$ cat src/rtl/mem_arb_pkg.sv
// Shared types and constants for the fetch/data RAM arbiter.
package mem_arb_pkg;

    typedef enum logic [1:0] {
        ST_IDLE   = 2'd0,
        ST_ACCESS = 2'd1,
        ST_RESP   = 2'd2
    } arb_state_t;

    localparam logic PORT_IF = 1'b0;
    localparam logic PORT_D  = 1'b1;

    localparam int DEF_ADDR_W = 16;
    localparam int DEF_DATA_W = 32;

endpackage

$ cat src/rtl/rr_arbiter2.sv
// Two-requester round-robin picker with a registered last-grant pointer.
module rr_arbiter2
    import mem_arb_pkg::*;
(
    input  logic       clk,
    input  logic       rst,
    input  logic [1:0] i_req,
    input  logic       i_advance,
    output logic [1:0] o_grant,
    output logic       o_last_grant
);

    logic r_last_grant;

    assign o_last_grant = r_last_grant;

    // Pick the single requester, or on a tie the one not granted last.
    always_comb begin
        // NOTE: default first so every path assigns o_grant and no latch is inferred.
        o_grant = 2'b00;
        case (i_req)
            2'b01:   o_grant = 2'b01;
            2'b10:   o_grant = 2'b10;
            2'b11:   o_grant = (r_last_grant == PORT_IF) ? 2'b10 : 2'b01;
            default: o_grant = 2'b00;
        endcase
    end

    // Remember who won whenever the grant is actually taken.
    always_ff @(posedge clk or posedge rst) begin
        if (rst) begin
            r_last_grant <= PORT_IF;
        end else if (i_advance && (o_grant != 2'b00)) begin
            // NOTE: non-blocking for all clocked state so every flop samples pre-edge values.
            r_last_grant <= o_grant[PORT_D] ? PORT_D : PORT_IF;
        end
    end

endmodule

$ cat src/rtl/mem_arbiter.sv
// Shares one registered-read RAM between instruction fetch and load/store.
// Each access is IDLE/RESP -> ACCESS -> RESP, so a new request is accepted
// in the same cycle the previous response is strobed.
module mem_arbiter
    import mem_arb_pkg::*;
#(
    parameter int ADDR_W = mem_arb_pkg::DEF_ADDR_W,
    parameter int DATA_W = mem_arb_pkg::DEF_DATA_W
) (
    input  logic              clk,
    input  logic              rst,
    input  logic              if_req_valid,
    output logic              if_req_ready,
    input  logic [ADDR_W-1:0] if_addr,
    output logic              if_rsp_valid,
    output logic [DATA_W-1:0] if_rdata,
    input  logic              d_req_valid,
    output logic              d_req_ready,
    input  logic [ADDR_W-1:0] d_addr,
    input  logic              d_we,
    input  logic [DATA_W-1:0] d_wdata,
    output logic              d_rsp_valid,
    output logic [DATA_W-1:0] d_rdata,
    output logic [ADDR_W-1:0] ram_addr,
    output logic [DATA_W-1:0] ram_in,
    output logic              ram_wen,
    input  logic [DATA_W-1:0] ram_out
);

    arb_state_t        r_state;
    arb_state_t        w_next;
    logic [ADDR_W-1:0] r_addr;
    logic [DATA_W-1:0] r_wdata;
    logic              r_we;
    logic [1:0]        w_grant;
    logic              w_owner;
    logic              w_can_accept;
    logic              w_accept;

    assign w_can_accept = (r_state == ST_IDLE) || (r_state == ST_RESP);
    assign w_accept     = w_can_accept && (w_grant != 2'b00);

    // The arbiter pointer moves on every acceptance, so it always names the
    // owner of the transaction currently in ACCESS/RESP.
    rr_arbiter2 u_rr (
        .clk          (clk),
        .rst          (rst),
        .i_req        ({d_req_valid, if_req_valid}),
        .i_advance    (w_accept),
        .o_grant      (w_grant),
        .o_last_grant (w_owner)
    );

    // State register.
    always_ff @(posedge clk or posedge rst) begin
        if (rst) r_state <= ST_IDLE;
        else     r_state <= w_next;
    end

    // Next-state: accept from IDLE/RESP, ACCESS always hands over to RESP.
    always_comb begin
        w_next = ST_IDLE;
        case (r_state)
            ST_IDLE:   w_next = w_accept ? ST_ACCESS : ST_IDLE;
            ST_ACCESS: w_next = ST_RESP;
            ST_RESP:   w_next = w_accept ? ST_ACCESS : ST_IDLE;
            default:   w_next = ST_IDLE;
        endcase
    end

    // Capture the winner's request; fetches are forced to reads.
    always_ff @(posedge clk or posedge rst) begin
        if (rst) begin
            r_addr  <= '0;
            r_wdata <= '0;
            r_we    <= 1'b0;
        end else if (w_accept) begin
            if (w_grant[PORT_D]) begin
                r_addr  <= d_addr;
                r_wdata <= d_wdata;
                r_we    <= d_we;
            end else begin
                r_addr  <= if_addr;
                r_we    <= 1'b0;
            end
        end
    end

    assign if_req_ready = w_can_accept && w_grant[PORT_IF] && !rst;
    assign d_req_ready  = w_can_accept && w_grant[PORT_D]  && !rst;

    assign if_rsp_valid = (r_state == ST_RESP) && (w_owner == PORT_IF) && !rst;
    assign d_rsp_valid  = (r_state == ST_RESP) && (w_owner == PORT_D)  && !rst;

    assign ram_addr = r_addr;
    assign ram_in   = r_wdata;
    assign ram_wen  = (r_state == ST_ACCESS) && r_we && !rst;

    assign if_rdata = ram_out;
    assign d_rdata  = ram_out;

endmodule

$ cat config.mk
export PLATFORM = sky130hd
export DESIGN_NAME = mem_arbiter
export DESIGN_NICKNAME = d
export VERILOG_FILES = /design/src/rtl/mem_arb_pkg.sv /design/src/rtl/rr_arbiter2.sv /design/src/rtl/mem_arbiter.sv
export SDC_FILE = /design/constraint.sdc
export NUM_CORES = 1
export LEC_CHECK = 0
export CELL_PAD_IN_SITES_DETAIL_PLACEMENT = 1
export CELL_PAD_IN_SITES_GLOBAL_PLACEMENT = 1
export CORE_AREA = 2 2 130 100
export DETAILED_ROUTE_END_ITERATION = 12
export DIE_AREA = 0 0 132 102
export GPL_TIMING_DRIVEN = 0
export PLACE_DENSITY_LB_ADDON = 0.1
export SLEW_MARGIN = 20
export SYNTH_ARGS = -nofsm -noshare
export SYNTH_HDL_FRONTEND = slang
export SYNTH_HIERARCHICAL = 1
export SYNTH_SLANG_ARGS = --single-unit
$ cat constraint.sdc
create_clock -name clk -period 2.08 [get_ports clk]
set_input_delay 0.208 -clock clk [delete_from_list [all_inputs] [get_ports clk]]
set_output_delay 0.208 -clock clk [all_outputs]
set_load 0.01 [all_outputs]
==> results of run 1 <==
==> registers in the layout, summed over array words and instances, names as in the netlist <==
name and cells:
ram_in 32, r_state 2, u_rr/o_last_grant 1, r_we 1, ram_addr 16
==> cells in the mapped netlist <==
cell / number / area [µm²]
a21boi_0: 1 / 7.51
and3_1: 1 / 6.26
or2_1: 1 / 6.26
nor2b_1: 1 / 6.26
o22ai_1: 16 / 100
nand2_1: 98 / 368
a21boi_1: 1 / 7.51
o21ai_0: 1 / 5.00
dfrtp_1: 52 / 1300
clkbuf_2: 1 / 5.00
a31oi_1: 1 / 6.26
buf_4: 70 / 526
a21oi_1: 1 / 5.00
buf_2: 5 / 25.0
buf_6: 3 / 33.8
inv_1: 3 / 11.3
and4_1: 1 / 8.76
o32ai_2: 9 / 146
inv_2: 1 / 3.75
nor4b_1: 1 / 8.76
o32ai_1: 7 / 61.3
buf_8: 1 / 15.0
nor2_1: 21 / 78.8
nand2b_1: 2 / 12.5
==> power groups by stage <==
stage / registers, mW / clock network, mW / logic, mW
detailed placement: 1.88 / 0 / 2.73
global route: 1.92 / 0.956 / 2.95
CTS: 1.85 / 0.908 / 2.77
floorplan: 2.06 / 0 / 0.964
global placement: 1.84 / 0 / 2.68
finish: 1.85 / 0.870 / 2.71
==> through the flow <==
stage	setup slack, ns	setup TNS (ns)	cells	power, mW
6_report	0.133	0	661	5.43
5_1_grt	0.00610	0	661	5.83
4_1_cts	0.0988	0	661	5.53
3_5_place_dp	-0.282	-0.425	651	4.61
3_3_place_gp	-1.57	-45.34	650	4.52
2_1_floorplan	0.185	0	299	3.03
==> cell families (layout without fill, tap and decap cells) <==
family          Yosys count  after routing  synth area share
buf+inv                  84            280             0.225
flops                    52             52             0.472
compound gates           37             37             0.123
simple gates            126            126             0.180
==> repair_timing <==
action,4_1_cts,5_1_grt
endpoints found under the hold margin,0,0
setup buffers,2,0
endpoints found under the setup margin,2,0
gates resized for setup,6,0
==> cells in the final DEF (no fill, tap or decap), types with 2 or more instances in the layout <==
cell type	count
dlygate4sd2_1	2
a21boi_2	2
nand2b_1	2
nor2_1	21
inv_1	2
buf_2	4
o32ai_1	7
buf_4	73
nand2_1	98
dfrtp_1	52
o22ai_1	16
clkbuf_16	5
o32ai_2	9
clkdlybuf4s50_1	183
buf_6	3
==> final timing paths <==
| kind | startpoint | to | slack [ns] | cells past startpoint |
|---|---|---|---|---|
| max | rst | d_rsp_valid | 0.13 | 4 |
| max in group asynchronous | rst | ram_in[16]$_DFFE_PP0P_ | 1.31 | 3 |
| min reg2reg | r_state[1]$_DFF_PP0_ | r_state[1]$_DFF_PP0_ | 0.46 | 1 |
| min in group clk | d_wdata[10] | ram_in[10]$_DFFE_PP0P_ | 0.44 | 3 |
| max reg2reg | u_rr/o_last_grant$_DFFE_PP0P_ | u_rr/o_last_grant$_DFFE_PP0P_ | 0.41 | 8 |
| min | rst | u_rr/o_last_grant$_DFFE_PP0P_ | 0.23 | 2 |
==> metal layers <==
layer,wire (µm),vias to the layer above,global-route usage
li1,-,1303,-
met5,0,-,0
met1,4040,1297,0.170
met3,777,0,0.0516
met4,0,0,0.0201
met2,4710,96,0.241
==> cell type report <==
cell class / instances / area [µm²]
multi-input cells: 163 / 842
flip-flops and latches: 52 / 1300
inverters: 4 / 17.5
clock buffers: 6 / 139
well taps: 166 / 208
repair buffers: 188 / 1890
clock inverters: 2 / 13.8
plain buffers: 80 / 607
fillers: 1394 / 7110
==> critical path, stage by stage <==
cell	delay, ns
clkdlybuf4s50_1	0.53
inv_4	0.23
and4_1	0.22
clkdlybuf4s50_1	0.55
==> results by group, run 1 <==
Status
  • Outcome: completed

Yosys
  • Syn Area/Cell: 9.21 µm²
  • Synth Warn #: 6
  • Synth Instances: between 200 and 300
  • Post-synthesis sequential area ratio: 0.472
  • Syn nets: 400
  • Yosys reg bits: between 50 and 60
  • Cell Area, Synth: 2760 µm²
  • Library cells used by synthesis: 24

Critical path
  • Crit path DAT: approximately 1.7 ns
  • CP Max Fanout: 14
  • Worst endpoint required time: between 1.5 and 2 ns
  • Crit path capture type: output pin
  • Crit Path Category: primary input to output pin
  • Critical Path Source Type: primary input

Final layout
  • Post-route cell area: between 5000 and 6000 µm²
  • Syn-to-layout area delta: 82.2%
  • Layout Nets: 595
  • Antenna fix cells: 0
  • Util after Layout: 0.414
  • Fraction of layout cells with a size suffix above 1: 0.210

Timing
  • # setup viols final: 0
  • Final Critical Period: just under 2 ns
  • Pins Over Slew Limit: 0
  • Worst slew pin tran: between 0.2 and 0.25 ns
  • Final worst-path cycle share: 0.936
  • Fmax achieved: about 510 MHz
  • Final hold vios: 0
  • Hold WS: approximately 0.23 ns
  • Slew headroom: 0.837
  • Clock skew: around 0.0063 ns
  • RSZ-0062 raised after global routing: no

Die
  • Die height: roughly 100 µm
  • CORE AREA: roughly 12000 µm²
  • Row count: 35
  • Initial Utilization: 0.227
  • Die area: 13500 µm²
  • Die width: approximately 130 µm
  • I/O pin count: ~220

Power and ir drop
  • Psw: roughly 1.9 mW
  • Max rail drop VDD: 0.394 mV
  • Clock network power share: 0.160
  • Power Density: ~1100 nW/µm²
  • Static Leak: 2.26 nW
  • Internal power: between 3 and 4 mW
  • Reg power frac: 0.340
  • Sw frac: 0.349
  • Logic pwr share: 0.499

Global routing
  • First-pass GRT wire length: between 10000 and 15000 µm
  • Number of global-route vias before repair: between 2000 and 3000
  • Initial antenna violation count: 0
  • Pin count of the biggest net entering global routing: slightly above 40
  • All-Layer GR Usage: 0.139
  • Gr ovfl total: 0

Placed design
  • GP Congestion: between 0.6 and 0.7
  • Dpl cell area: about 4800 µm²
  • PortBufs: approximately 190
  • Hpwl dp: ~7600 µm

Drt
  • Number of vias in the routed layout: about 2700
  • Starting DRT DRC Count: 36
  • First-pass detailed-route iteration total: 2
  • Wirelength, routed: about 9500 µm
  • DRC viols: 0
  • DR WL/cell: 14.4 µm
  • Final ANT Viol Nets: 0
  • Ratio of routed vias to standard cells: ~4.1

Run
  • Max-Cap Viols: 0

Clock tree
  • Num CTS Buffers: 5
  • Clk sinks: 52
  • Longest Clk Path Bufs: 2
  • Clock Latency Late Sink: between 0.2 and 0.3 ns
  • Hold Buf Count CTS: 0
  • H-tree depth: 2
  • TritonCTS clock tree: built
  • Reg clk slew, reported paths: 0.07 ns
  • Clk root buf: clkbuf_16

Worst hold path
  • Worst min path class: primary input to async pin
(Power assumes the default switching activity.)
==> run 2: changes to the inputs <==
- ABC_CLOCK_PERIOD_IN_PS: default -> 2080
- CTS_CLUSTER_SIZE: default -> 20
==> results of run 2 <==
No change in the layout: final DEF, timing and power equal those of run 1.
